File: src/rtl/count_step_ctrl_if.sv
// count_step_ctrl_if -- button/count bundle for count_step_ctrl.
//   inc_btn, dec_btn : debounced button levels (asynchronous to clk)
//   clr              : synchronous active-high clear
//   count            : registered count value, 0..MODULUS-1
//   step, wrap       : one-cycle pulses after a button-driven count change
// Modports: slave = the counter block, master = whoever drives the buttons.
interface count_step_ctrl_if;
   logic       inc_btn;
   logic       dec_btn;
   logic       clr;
   logic [3:0] count;
   logic       step;
   logic       wrap;

   modport slave (
      input  inc_btn,
      input  dec_btn,
      input  clr,
      output count,
      output step,
      output wrap
   );

   modport master (
      output inc_btn,
      output dec_btn,
      output clr,
      input  count,
      input  step,
      input  wrap
   );
endinterface

File: src/rtl/count_step_ctrl.sv
// count_step_ctrl -- up/down modulo counter driven by two push buttons with
// optional hold-to-repeat.
// Ports:
//   clk   : single clock, rising edge
//   reset : asynchronous active-low reset
//   bus   : count_step_ctrl_if.slave (inc_btn, dec_btn, clr in; count, step, wrap out)
// Parameters: MODULUS (2..16), RPT_DELAY, RPT_PERIOD (1..2^24-1).
// Build option: define COUNT_STEP_AUTO_REPEAT_EN to compile in the hold/repeat
// timer; without it each press yields exactly one step and the RPT_* parameters
// are ignored.
module count_step_ctrl #(
   parameter int unsigned MODULUS    = 10,
   parameter int unsigned RPT_DELAY  = 5000000,
   parameter int unsigned RPT_PERIOD = 1000000
) (
   input logic            clk,
   input logic            reset,
   count_step_ctrl_if.slave bus
);

   typedef enum logic [2:0] {
      IDLE,
      HOLD_INC,
      HOLD_DEC,
      RPT_INC,
      RPT_DEC,
      LOCK
   } state_t;

   localparam logic [3:0] CNT_MAX = 4'(MODULUS - 1);

   state_t     state, state_next;
   logic [1:0] inc_sync, dec_sync;
   logic       inc_prev, dec_prev;
   logic       inc_s, dec_s, inc_rise, dec_rise;
   logic [3:0] count, count_next;
   logic       step, step_next;
   logic       wrap, wrap_next;
   logic       do_step, step_dn;

   // Two-flop synchronizers plus the previous-value flops for edge detection.
   always_ff @(posedge clk or negedge reset) begin
      if (!reset) begin
         inc_sync <= '0;
         dec_sync <= '0;
         inc_prev <= 1'b0;
         dec_prev <= 1'b0;
      end else begin
         inc_sync <= {inc_sync[0], bus.inc_btn};
         dec_sync <= {dec_sync[0], bus.dec_btn};
         inc_prev <= inc_sync[1];
         dec_prev <= dec_sync[1];
      end
   end

   assign inc_s    = inc_sync[1];
   assign dec_s    = dec_sync[1];
   assign inc_rise = inc_s & ~inc_prev;
   assign dec_rise = dec_s & ~dec_prev;

`ifdef COUNT_STEP_AUTO_REPEAT_EN
   localparam logic [23:0] DELAY_LAST  = 24'(RPT_DELAY - 1);
   localparam logic [23:0] PERIOD_LAST = 24'(RPT_PERIOD - 1);

   logic [23:0] timer, timer_next;

   always_ff @(posedge clk or negedge reset) begin
      if (!reset) timer <= '0;
      else        timer <= timer_next;
   end
`else
   logic unused_rpt_cfg;
   assign unused_rpt_cfg = (RPT_DELAY > 0) ^ (RPT_PERIOD > 0);
`endif

   always_comb begin
      state_next = state;
      do_step    = 1'b0;
      step_dn    = 1'b0;
      case (state)
         IDLE: begin
            if (inc_s && dec_s) begin
               state_next = LOCK;
            end else if (inc_rise) begin
               do_step    = 1'b1;
               state_next = HOLD_INC;
            end else if (dec_rise) begin
               do_step    = 1'b1;
               step_dn    = 1'b1;
               state_next = HOLD_DEC;
            end
         end
         HOLD_INC: begin
            if (dec_s)       state_next = LOCK;
            else if (!inc_s) state_next = IDLE;
`ifdef COUNT_STEP_AUTO_REPEAT_EN
            else if (timer == DELAY_LAST) begin
               do_step    = 1'b1;
               state_next = RPT_INC;
            end
`endif
         end
         HOLD_DEC: begin
            if (inc_s)       state_next = LOCK;
            else if (!dec_s) state_next = IDLE;
`ifdef COUNT_STEP_AUTO_REPEAT_EN
            else if (timer == DELAY_LAST) begin
               do_step    = 1'b1;
               step_dn    = 1'b1;
               state_next = RPT_DEC;
            end
`endif
         end
`ifdef COUNT_STEP_AUTO_REPEAT_EN
         RPT_INC: begin
            if (dec_s)                      state_next = LOCK;
            else if (!inc_s)                state_next = IDLE;
            else if (timer == PERIOD_LAST)  do_step    = 1'b1;
         end
         RPT_DEC: begin
            if (inc_s)                      state_next = LOCK;
            else if (!dec_s)                state_next = IDLE;
            else if (timer == PERIOD_LAST) begin
               do_step = 1'b1;
               step_dn = 1'b1;
            end
         end
`endif
         LOCK: begin
            if (!inc_s && !dec_s) state_next = IDLE;
         end
         default: state_next = IDLE;
      endcase

      count_next = count;
      step_next  = 1'b0;
      wrap_next  = 1'b0;
      if (do_step) begin
         step_next = 1'b1;
         if (step_dn) begin
            wrap_next  = (count == 4'd0);
            count_next = wrap_next ? CNT_MAX : count - 4'd1;
         end else begin
            wrap_next  = (count == CNT_MAX);
            count_next = wrap_next ? 4'd0 : count + 4'd1;
         end
      end

`ifdef COUNT_STEP_AUTO_REPEAT_EN
      // Timer measures cycles since the last step; it restarts on every step
      // and idles at zero outside the hold/repeat states.
      if (do_step || state_next == IDLE || state_next == LOCK) timer_next = '0;
      else                                                      timer_next = timer + 24'd1;
`endif

      // Clear wins over any step decided in the same cycle.
      if (bus.clr) begin
         state_next = LOCK;
         count_next = 4'd0;
         step_next  = 1'b0;
         wrap_next  = 1'b0;
`ifdef COUNT_STEP_AUTO_REPEAT_EN
         timer_next = '0;
`endif
      end
   end

   always_ff @(posedge clk or negedge reset) begin
      if (!reset) begin
         state <= IDLE;
         count <= 4'd0;
         step  <= 1'b0;
         wrap  <= 1'b0;
      end else begin
         state <= state_next;
         count <= count_next;
         step  <= step_next;
         wrap  <= wrap_next;
      end
   end

   assign bus.count = count;
   assign bus.step  = step;
   assign bus.wrap  = wrap;

endmodule

File: src/flat_wrapper.sv
// flat-port wrapper written by rule: the top's interface ports become plain ports
module count_step_ctrl_flat 
#(
   parameter int unsigned MODULUS    = 10,
   parameter int unsigned RPT_DELAY  = 5000000,
   parameter int unsigned RPT_PERIOD = 1000000
)
  (clk, reset, bus_inc_btn, bus_dec_btn, bus_clr, bus_count, bus_step, bus_wrap);
  count_step_ctrl_if bus_i ();
  input logic clk;
  input logic reset;
  input wire logic [$bits(bus_i.inc_btn)-1:0] bus_inc_btn;
  input wire logic [$bits(bus_i.dec_btn)-1:0] bus_dec_btn;
  input wire logic [$bits(bus_i.clr)-1:0] bus_clr;
  output wire logic [$bits(bus_i.count)-1:0] bus_count;
  output wire logic [$bits(bus_i.step)-1:0] bus_step;
  output wire logic [$bits(bus_i.wrap)-1:0] bus_wrap;
  assign bus_i.inc_btn = bus_inc_btn;
  assign bus_i.dec_btn = bus_dec_btn;
  assign bus_i.clr = bus_clr;
  assign bus_count = bus_i.count;
  assign bus_step = bus_i.step;
  assign bus_wrap = bus_i.wrap;
  count_step_ctrl #(.MODULUS(MODULUS), .RPT_DELAY(RPT_DELAY), .RPT_PERIOD(RPT_PERIOD)) u_core (.clk(clk), .reset(reset), .bus(bus_i));
endmodule
File: config.mk
export PLATFORM = sky130hd
export DESIGN_NAME = count_step_ctrl_flat
export DESIGN_NICKNAME = d
export VERILOG_FILES = /design/src/rtl/count_step_ctrl_if.sv /design/src/rtl/count_step_ctrl.sv /design/src/flat_wrapper.sv
export SDC_FILE = /design/constraint.sdc
export NUM_CORES = 1
export LEC_CHECK = 0
export BUFFER_PORTS_ARGS = -buffer_cell sky130_fd_sc_hd__buf_2
export CAP_MARGIN = 0
export CORE_MARGIN = 3
export CORE_UTILIZATION = 35
export CTS_CLUSTER_DIAMETER = 30
export DETAILED_ROUTE_END_ITERATION = 7
export GPL_ROUTABILITY_DRIVEN = 1
export SKIP_LAST_GASP = 1
export SYNTH_ARGS = -nofsm -noshare
export SYNTH_HDL_FRONTEND = slang
export SYNTH_SLANG_ARGS = --single-unit
export TNS_END_PERCENT = 100
File: constraint.sdc
create_clock -name clk -period 6.1 [get_ports clk]
set_input_delay 0.305 -clock clk [delete_from_list [all_inputs] [get_ports clk]]
set_output_delay 0.305 -clock clk [all_outputs]
set_load 0.01 [all_outputs]
==> results.toml, run 1 <==
[status]
status = "completed"

[critical_path]
cp_max_fo = 7
critPathTopFamily = "simple AND/OR/NAND/NOR gates"
slowest_delay_ns = 0.52
worstPathArrival_ns = 2.34
end_kind = "flip-flop"
crit_path_start_kind = "flip-flop"
path_common_cell = "or3_1"
reg2reg_to = "u_core.bus.count[3]"
r2r_slack_ns = 3.99
r2r_cells = 5
cp_cell_sequence = "or3_1 -> or3_1 -> a2bb2oi_2 -> a2111oi_2 -> a21o_1"
cp_data_required_time_ns = 6.33
crit_slowest_cell = "or3_1"
r2r_start = "u_core.state[0]"
critPathKind = "flip-flop to flip-flop"
path_buf_inv = 0

[logic_synthesis]
ys_top_cells_by_area = "dfrtp_1 (42%), ha_1 (4.2%), nor2_1 (4.2%), inv_1 (3.0%), nand2_1 (3.0%)"
yosys.area.top_type = "dfrtp_1"
synth_ff_type = "dfrtp_1"
synth.net_count = 101
yosysUniqueCellTypes = 38
synth_top_area_share_pct = 42.19
synthTopCellsByCount = "dfrtp_1 (15), nor2_1 (10), inv_1 (7), nand2_1 (7), nor3_1 (5)"
yosysWarnings = 0
ys_ff_latch = 15
ys_async_sr_fraction_pct = 100.0
synth_edf_count = 0
yosys.cell_count.top_type = "dfrtp_1"
seq_area_frac_synth_pct = 42.19
syn_area_um2 = 889.6
syn_area_per_cell_um2 = 9.566
synth_cells = 93

[finish]
drive_above_1_share_pct = 19.61
fillers = 226
instances_no_fill = 130
ff_latch_area_um2 = 375.4
syn_to_final_growth_pct = 10.55
multiInputGateArea_um2 = 456.7
nets = 111
final_cell_area_um2 = 983.4
antenna_cells = 0

[placement]
hpwlAfterDp_um = 1235
placed_cells = 125
gp_congestion = 0.7563
port_buffers = 10
placed_area_um2 = 943.4

[routing]
routed_wl_um = 1682
drc = 0
first_pass_iters = 4
routedWlPerCell_um = 12.94
drt_iter0_drc = 10
ant_nets = 0
vias_per_cell = 5.238
vias = 681

[cts]
cts_tree = "yes"
cts-root-buf = "clkbuf_4"
clkLatencyLatePin_ns = 0.29
cts_max_path_buffers = 2
h-tree-depth = 1
cts-resized-gates = 0
post-cts-setup-buffers = 0
path_clk_slew_ns = 0.09
numCtsBuffers = 3
clock_sinks = 15

[timing]
skew_ns = 0.01008
drv_slew = 0
finalHoldViolCount = 0
timing.slew.headroom_pct = 75.30
post-route-min-period_ns = 2.114
setup_viol = 0
rsz0062_at_grt = "no"
worst_pin_slew_ns = 0.3705
hold_slack_ns = 0.1193
max_freq_mhz = 473.0
period_share_pct = 34.66
finalSetupTns_ns = 0

[worst_hold_path]
holdPathEnd = "u_core.inc_sync[0]"
hp-class = "input port to flip-flop"
hold_depth = 1
worst_hold_startpoint = "bus_inc_btn"

[grt]
antenna_found_initial = 0
grt_pass1_wl_um = 3029
grt_max_degree = 16
globalRoute.totalOverflow = 0
grt_pass1_vias = 655
grt_use_total_pct = 12.04

[die]
num_rows = 17
start_util_pct = 38.37
dieArea_um2 = 3183
die_w_um = 56.42
core_um2 = 2318
die_y_um = 56.42
io_pins = 11

[job]
max-cap-violations = 0

[power_and_ir_drop]
p_per_area_nw_per_um2 = 194.5
p_leak_nw = 0.4263
ir_worst_vdd_mv = 0.1774
## where the power goes
| group | switching, mW | leakage [nW] | internal (mW) |
|---|---|---|---|
| Clock | 0.0357 | 0.0139 | 0.0249 |
| Combinational | 0.0116 | 0.223 | 0.00950 |
| Sequential | 0.00609 | 0.189 | 0.103 |
| Total | 0.0534 | 0.426 | 0.138 |
## repair_timing
action,CTS,global route
endpoints found under the setup margin,0,0
hold endpoints to repair,15,0
hold buffers,1,0
## placed cells by master, fill, tap and decap left out, drive strengths merged, types with 3 or more instances in the layout
cell type	count
nand2	7
a21oi	4
ha	3
nor2	10
nor3	6
inv	7
dfrtp	15
buf	10
clkbuf	3
a2bb2oi	3
## metrics by stage
stage / setup WS (ns) / utilization (%) / total power, mW
finish: 3.986 / 42.42 / 0.1913
global route: 3.858 / 42.42 / 0.2011
CTS: 3.987 / 42.42 / 0.1945
detailed placement: 4.010 / 40.69 / 0.1323
global placement: 4.050 / 40.69 / 0.1320
floorplan: 4.110 / - / 0.1267
## cell type report
| class | count | area share (%) |
|---|---|---|
| well taps | 28 | 3.562 |
| clock buffers | 3 | 2.290 |
| clock inverters | 1 | 0.7634 |
| flip-flops and latches | 15 | 38.17 |
| repair buffers | 11 | 6.107 |
| multi-input cells | 65 | 46.44 |
| inverters | 7 | 2.672 |
## cell families after synthesis
group	after synthesis	share of synthesized area, %
AND/OR/NAND/NOR	37	24.33
AO/OA/AOI/OAI	21	18.14
flip-flops	15	42.19
buffers and inverters	13	6.469
multiplexers	3	3.657
adder cells (fa/ha/maj)	3	4.220
XOR/XNOR	1	0.9847
## flip-flops by register name, summed over array words and instances, names as in the netlist
signal            flops
u_core.dec_prev       1
u_core.bus.step       1
u_core.inc_sync       2
u_core.bus.count      4
u_core.bus.wrap       1
u_core.dec_sync       2
u_core.inc_prev       1
u_core.state          3
## how the worst max path moves through the flow
| stage | start | endpoint | depth (start not counted) |
|---|---|---|---|
| after floorplan | u_core.state[0] | u_core.bus.count[3] | 7 |
| after global placement | u_core.state[0] | u_core.bus.count[3] | 5 |
| after detailed placement | u_core.state[0] | u_core.bus.count[3] | 5 |
| after CTS | u_core.state[0] | u_core.bus.count[3] | 5 |
| after global routing | u_core.state[0] | u_core.bus.count[3] | 5 |
| final | u_core.state[0] | u_core.bus.count[3] | 5 |
## per-layer routing
metal,track usage (%),routed length [um],vias up
li1,-,-,349
met1,17.17,875,313
met2,16.69,712,15
met3,5.057,74,4
met4,3.051,19,0
met5,0,0,-
(Power assumes the default switching activity.)
==> run 2, diff against run 1 <==
Clock period 6.1 ns to 2.1 ns, I/O delays scaled along.
==> run 2 against run 1 <==
Sequential power rose to 2.8 times the previous value. First-iteration DRC count grew to 2.5 times the previous value. Setup slack got worse by 3.8 ns. Flip-flop and latch count stayed put. Cell count rose by 5.4%. Critical path depth unchanged. Routed wire length increased by 5.2%. Sequential share of layout area is 2.1 points lower. Fmax increased by 9.5%. Combinational power grew to 3.8 times the previous value. Critical path type unchanged. Largest power group unchanged.
==> results.toml, run 2 (same netlist as run 1, synthesis figures left out) <==
[cts]
numCtsBuffers = 3
cts-resized-gates = 0
cts_tree = "yes"
clkLatencyLatePin_ns = 0.28
path_clk_slew_ns = 0.09
cts-root-buf = "clkbuf_4"
cts_max_path_buffers = 2
clock_sinks = 15
h-tree-depth = 1

[power_and_ir_drop]
ir_worst_vdd_mv = 0.4472
clock_power_share_pct = 29.4
p_leak_nw = 0.4588
p_comb_share_pct = 14.5
p_per_area_nw_per_um2 = 534.2
total_power_uw = 556.1
p_sw_share_pct = 26.27
switchingPower_uw = 146.1
seq_power_share_pct = 56.1
internal_power_uw = 410.0

[critical_path]
path_depth = 5
path_common_cell = "or3_1"
crit_slowest_cell = "or3_1"
crit_path_start_kind = "flip-flop"
slowest_delay_ns = 0.50
worstPathArrival_ns = 2.16
r2r_cells = 5
reg2reg_to = "u_core.bus.count[3]"
worstSetupStartpoint = "u_core.state[0]"
cp-endpoint = "u_core.bus.count[3]"
cp_cell_sequence = "or3_1 -> or3_1 -> a2bb2oi_2 -> a2111oi_2 -> a21o_1"
cp_max_fo = 5
r2r_slack_ns = 0.17
cp_data_required_time_ns = 2.33
end_kind = "flip-flop"
r2r_start = "u_core.state[0]"
path_buf_inv = 0
critPathKind = "flip-flop to flip-flop"
critPathTopFamily = "simple AND/OR/NAND/NOR gates"

[finish]
nets = 118
layout_common_cells = "dfrtp_1 (15), nor2_1 (10), buf_2 (10)"
fin_util_pct = 44.90
final_cell_area_um2 = 1041
drive_above_1_share_pct = 22.94
layout_commonest_cell = "dfrtp_1"
largest_reg_flops = 4
regMostFlops = "u_core.bus.count"
fillers = 233
antenna_cells = 0
syn_to_final_growth_pct = 17.02
reg_top3 = "u_core.bus.count (4), u_core.state (3)"

[die]
core_um2 = 2318
io_pins = 11
start_util_pct = 38.37
die_w_um = 56.42
dieArea_um2 = 3183
num_rows = 17
die_y_um = 56.42

[routing]
drc = 0
vias = 717
ant_nets = 0
routed_wl_um = 1770
drt_iter0_drc = 25
first_pass_iters = 4
routedWlPerCell_um = 12.92
vias_per_cell = 5.234

[timing]
finalHoldViolCount = 0
hold_slack_ns = 0.1338
worst_pin_slew_ns = 0.3872
skew_ns = 0.0008676
max_freq_mhz = 517.8
rsz0062_at_grt = "no"
setup_viol = 0
post-route-min-period_ns = 1.931
drv_slew = 0
timing.slew.headroom_pct = 74.19
finalSetupTns_ns = 0
period_share_pct = 91.97

[grt]
grt_use_total_pct = 12.11
antenna_found_initial = 0
grt_pass1_wl_um = 3091
globalRoute.totalOverflow = 0
grt_pass1_vias = 678
grt_max_degree = 16

[worst_hold_path]
hp-class = "input port to flip-flop"
hold_depth = 2

[placement]
port_buffers = 10
hpwlAfterDp_um = 1342
placed_area_um2 = 980.9
gp_congestion = 0.8016

[job]
max-cap-violations = 0

[status]
status = "completed"
-- run 2: metal layers --
metal | vias to the layer above | routed length [um] | GRT usage, %
met5 | - | 0 | 0
met4 | 0 | 0 | 2.034
met3 | 0 | 72 | 4.138
met2 | 15 | 781 | 17.86
met1 | 338 | 915 | 17.39
li1 | 364 | - | -
-- run 2: worst min-delay path by stage --
stage	startpoint	endpoint	slack (ns)
after floorplan	reset	u_core.bus.count[0]	-0.19
after global placement	reset	u_core.dec_prev	0.02
after detailed placement	reset	u_core.dec_sync[0]	0.02
after CTS	bus_clr	u_core.bus.step	0.13
after global routing	bus_clr	u_core.bus.step	0.15
final	bus_clr	u_core.bus.step	0.13
-- run 2: timing repair --
item / in CTS / in global routing
hold endpoints to repair: 17 / 0
setup endpoints to repair: 0 / 0
hold buffers: 3 / 0
buffers inserted: 0 / 0
-- run 2: final cells by class --
| cell class | instances | area (um2) | area share [%] |
|---|---|---|---|
| multi-input cells | 65 | 456.7 | 43.87 |
| repair buffers | 18 | 117.6 | 11.30 |
| well taps | 28 | 35.03 | 3.365 |
| inverters | 7 | 26.28 | 2.524 |
| clock buffers | 3 | 22.52 | 2.163 |
| clock inverters | 1 | 7.507 | 0.7212 |
| flip-flops and latches | 15 | 375.4 | 36.06 |
-- run 2: power groups by stage --
| stage | Clock (mW) | Combinational, mW | Sequential, mW |
|---|---|---|---|
| 2_1_floorplan | 0 | 0.0501 | 0.318 |
| 3_3_place_gp | 0 | 0.0753 | 0.317 |
| 3_5_place_dp | 0 | 0.0765 | 0.318 |
| 4_1_cts | 0.171 | 0.0810 | 0.312 |
| 5_1_grt | 0.187 | 0.0905 | 0.314 |
| 6_report | 0.164 | 0.0808 | 0.312 |
-- run 2: worst reg2reg max path: stages (launching register included) --
cell and delay [ns]:
dfrtp_1 0.38, or3_1 0.50, or3_1 0.42, a2bb2oi_2 0.17
a2111oi_2 0.29, a21o_1 0.11
-- run 2: through the flow --
stage,std cells,worst slack (ns)
after global routing,137,0.06247
after floorplan,93,0.1099
after global placement,130,0.2081
after CTS,137,0.1727
after detailed placement,130,0.1854
final,137,0.1687
==> run 3, diff against run 2 <==
Settings changed: CORE_UTILIZATION 35 to 55, CTS_BUF_LIST set to sky130_fd_sc_hd__clkbuf_4 sky130_fd_sc_hd__clkbuf_8 sky130_fd_sc_hd__clkbuf_16, PLACE_DENSITY set to 0.76.
==> run 3 against run 2 <==
Cell count decreased by 9.5%. Die area fell by 33%. Highest routed layer is now met4. Utilization is 28 points higher. Clock power grew 4%. Flip-flop and latch count is the same. Critical endpoint unchanged. Largest power group unchanged. Fmax fell by 1.1%. Via count rose by 5.6%. Register-to-register slack got worse by 0.02 ns. Clock-buffer cell count did not move. Non-clock buffer count did not move. Sequential power barely moved.
==> results.toml, run 3 (same netlist as run 1, synthesis figures left out) <==
[timing]
setup_viol = 0
post-route-min-period_ns = 1.952
max_freq_mhz = 512.2
finalHoldViolCount = 0
timing.slew.headroom_pct = 75.35
rsz0062_at_grt = "no"
worst_pin_slew_ns = 0.3669
setup_ws_ns = 0.1476
finalSetupTns_ns = 0
skew_ns = 0.003657
period_share_pct = 92.97
hold_slack_ns = 0.1232
drv_slew = 0

[critical_path]
critPathTopFamily = "simple AND/OR/NAND/NOR gates"
reg2reg_to = "u_core.bus.count[3]"
cp_max_fo = 5
path_buf_inv = 0
r2r_cells = 5
r2r_slack_ns = 0.15
worstPathArrival_ns = 2.18
crit_slowest_cell = "or3_1"
cp_cell_sequence = "or3_1 -> or3_1 -> a2bb2oi_2 -> a2111oi_2 -> a21o_1"
cp-endpoint = "u_core.bus.count[3]"
path_common_cell = "or3_1"
end_kind = "flip-flop"
slowest_delay_ns = 0.50
path_depth = 5
worstSetupStartpoint = "u_core.state[0]"
critPathKind = "flip-flop to flip-flop"
crit_path_start_kind = "flip-flop"
r2r_start = "u_core.state[0]"
cp_data_required_time_ns = 2.33

[grt]
grt_pass1_wl_um = 3049
antenna_found_initial = 0
grt_use_total_pct = 20.50
globalRoute.totalOverflow = 0
grt_pass1_vias = 671
grt_max_degree = 16

[finish]
largest_reg_flops = 4
layout_commonest_cell = "dfrtp_1"
syn_to_final_growth_pct = 14.91
reg_top3 = "u_core.bus.count (4), u_core.state (3)"
fillers = 104
layout_common_cells = "dfrtp_1 (15), nor2_1 (10), buf_2 (10)"
antenna_cells = 0
fin_util_pct = 73.08
multiInputGateArea_um2 = 456.7
nets = 118
regMostFlops = "u_core.bus.count"
ff_latch_area_um2 = 375.4
drive_above_1_share_pct = 22.94

[power_and_ir_drop]
ir_worst_vdd_mv = 0.5557
p_per_area_nw_per_um2 = 550.2
total_power_uw = 562.5
p_leak_nw = 0.4626

[die]
dieArea_um2 = 2136
die_y_um = 46.22
io_pins = 11
start_util_pct = 63.60
die_w_um = 46.22
num_rows = 13
core_um2 = 1399

[routing]
drt_iter0_drc = 22
drc = 0
routed_wl_um = 1763
routedWlPerCell_um = 14.22
first_pass_iters = 4
ant_nets = 0
vias = 757
vias_per_cell = 6.105

[worst_hold_path]
hp-class = "input port to flip-flop"
worst_hold_startpoint = "bus_clr"

[placement]
hpwlAfterDp_um = 1356
gp_congestion = 0.8980
place_ws_ns = 0.1674
port_buffers = 10

[cts]
h-tree-depth = 1
cts-root-buf = "clkbuf_4"
cts_max_path_buffers = 2
path_clk_slew_ns = 0.09
numCtsBuffers = 3
cts_tree = "yes"
cts-resized-gates = 0
clkLatencyLatePin_ns = 0.29
clock_sinks = 15

[job]
max-cap-violations = 0

[status]
status = "completed"
[run 3: cell types whose count changed in the layout (fill, tap and decap cells not counted)]
cell	delta
clkinv_2	+1
clkinvlp_4	-1
[run 3: how the worst min path moves through the flow]
| stage | endpoint | slack, ns | cells after the start |
|---|---|---|---|
| 2_1_floorplan | u_core.bus.count[0] | -0.19 | 0 |
| 3_3_place_gp | u_core.bus.wrap | 0.02 | 1 |
| 3_5_place_dp | u_core.bus.wrap | 0.02 | 1 |
| 4_1_cts | u_core.bus.step | 0.12 | 2 |
| 5_1_grt | u_core.bus.step | 0.15 | 2 |
| 6_report | u_core.bus.step | 0.12 | 2 |
[run 3: where the power goes]
group          total, mW  switching, mW  internal (mW)
Clock              0.170         0.0990         0.0709
Sequential         0.312         0.0118          0.301
Combinational     0.0803         0.0430         0.0373
Total              0.562          0.154          0.409
[run 3: metrics by stage]
stage	instances	instance area [um2]
2_1_floorplan	93	889.6
3_3_place_gp	117	964.7
3_5_place_dp	117	964.7
4_1_cts	124	1022
5_1_grt	124	1022
6_report	124	1022
[run 3: metal layers]
layer | vias up | GRT usage, % | wire length (um)
met1 | 350 | 30.02 | 787
met5 | - | 0 | 0
li1 | 368 | - | -
met2 | 37 | 29.67 | 800
met4 | 0 | 8.523 | 23
met3 | 2 | 3.516 | 152
[run 3: area by class of cell]
| class | count | share of cell area (%) |
|---|---|---|
| Clock inverter | 1 | 0.4896 |
| Clock buffer | 3 | 2.203 |
| Timing Repair Buffer | 18 | 11.51 |
| Tap cell | 15 | 1.836 |
| Inverter | 7 | 2.570 |
| Multi-Input combinational cell | 65 | 44.68 |
| Sequential cell | 15 | 36.72 |
[run 3: what timing repair did]
action	CTS	global route
hold endpoints to repair	17	0
hold buffers	3	0
buffers inserted	0	0
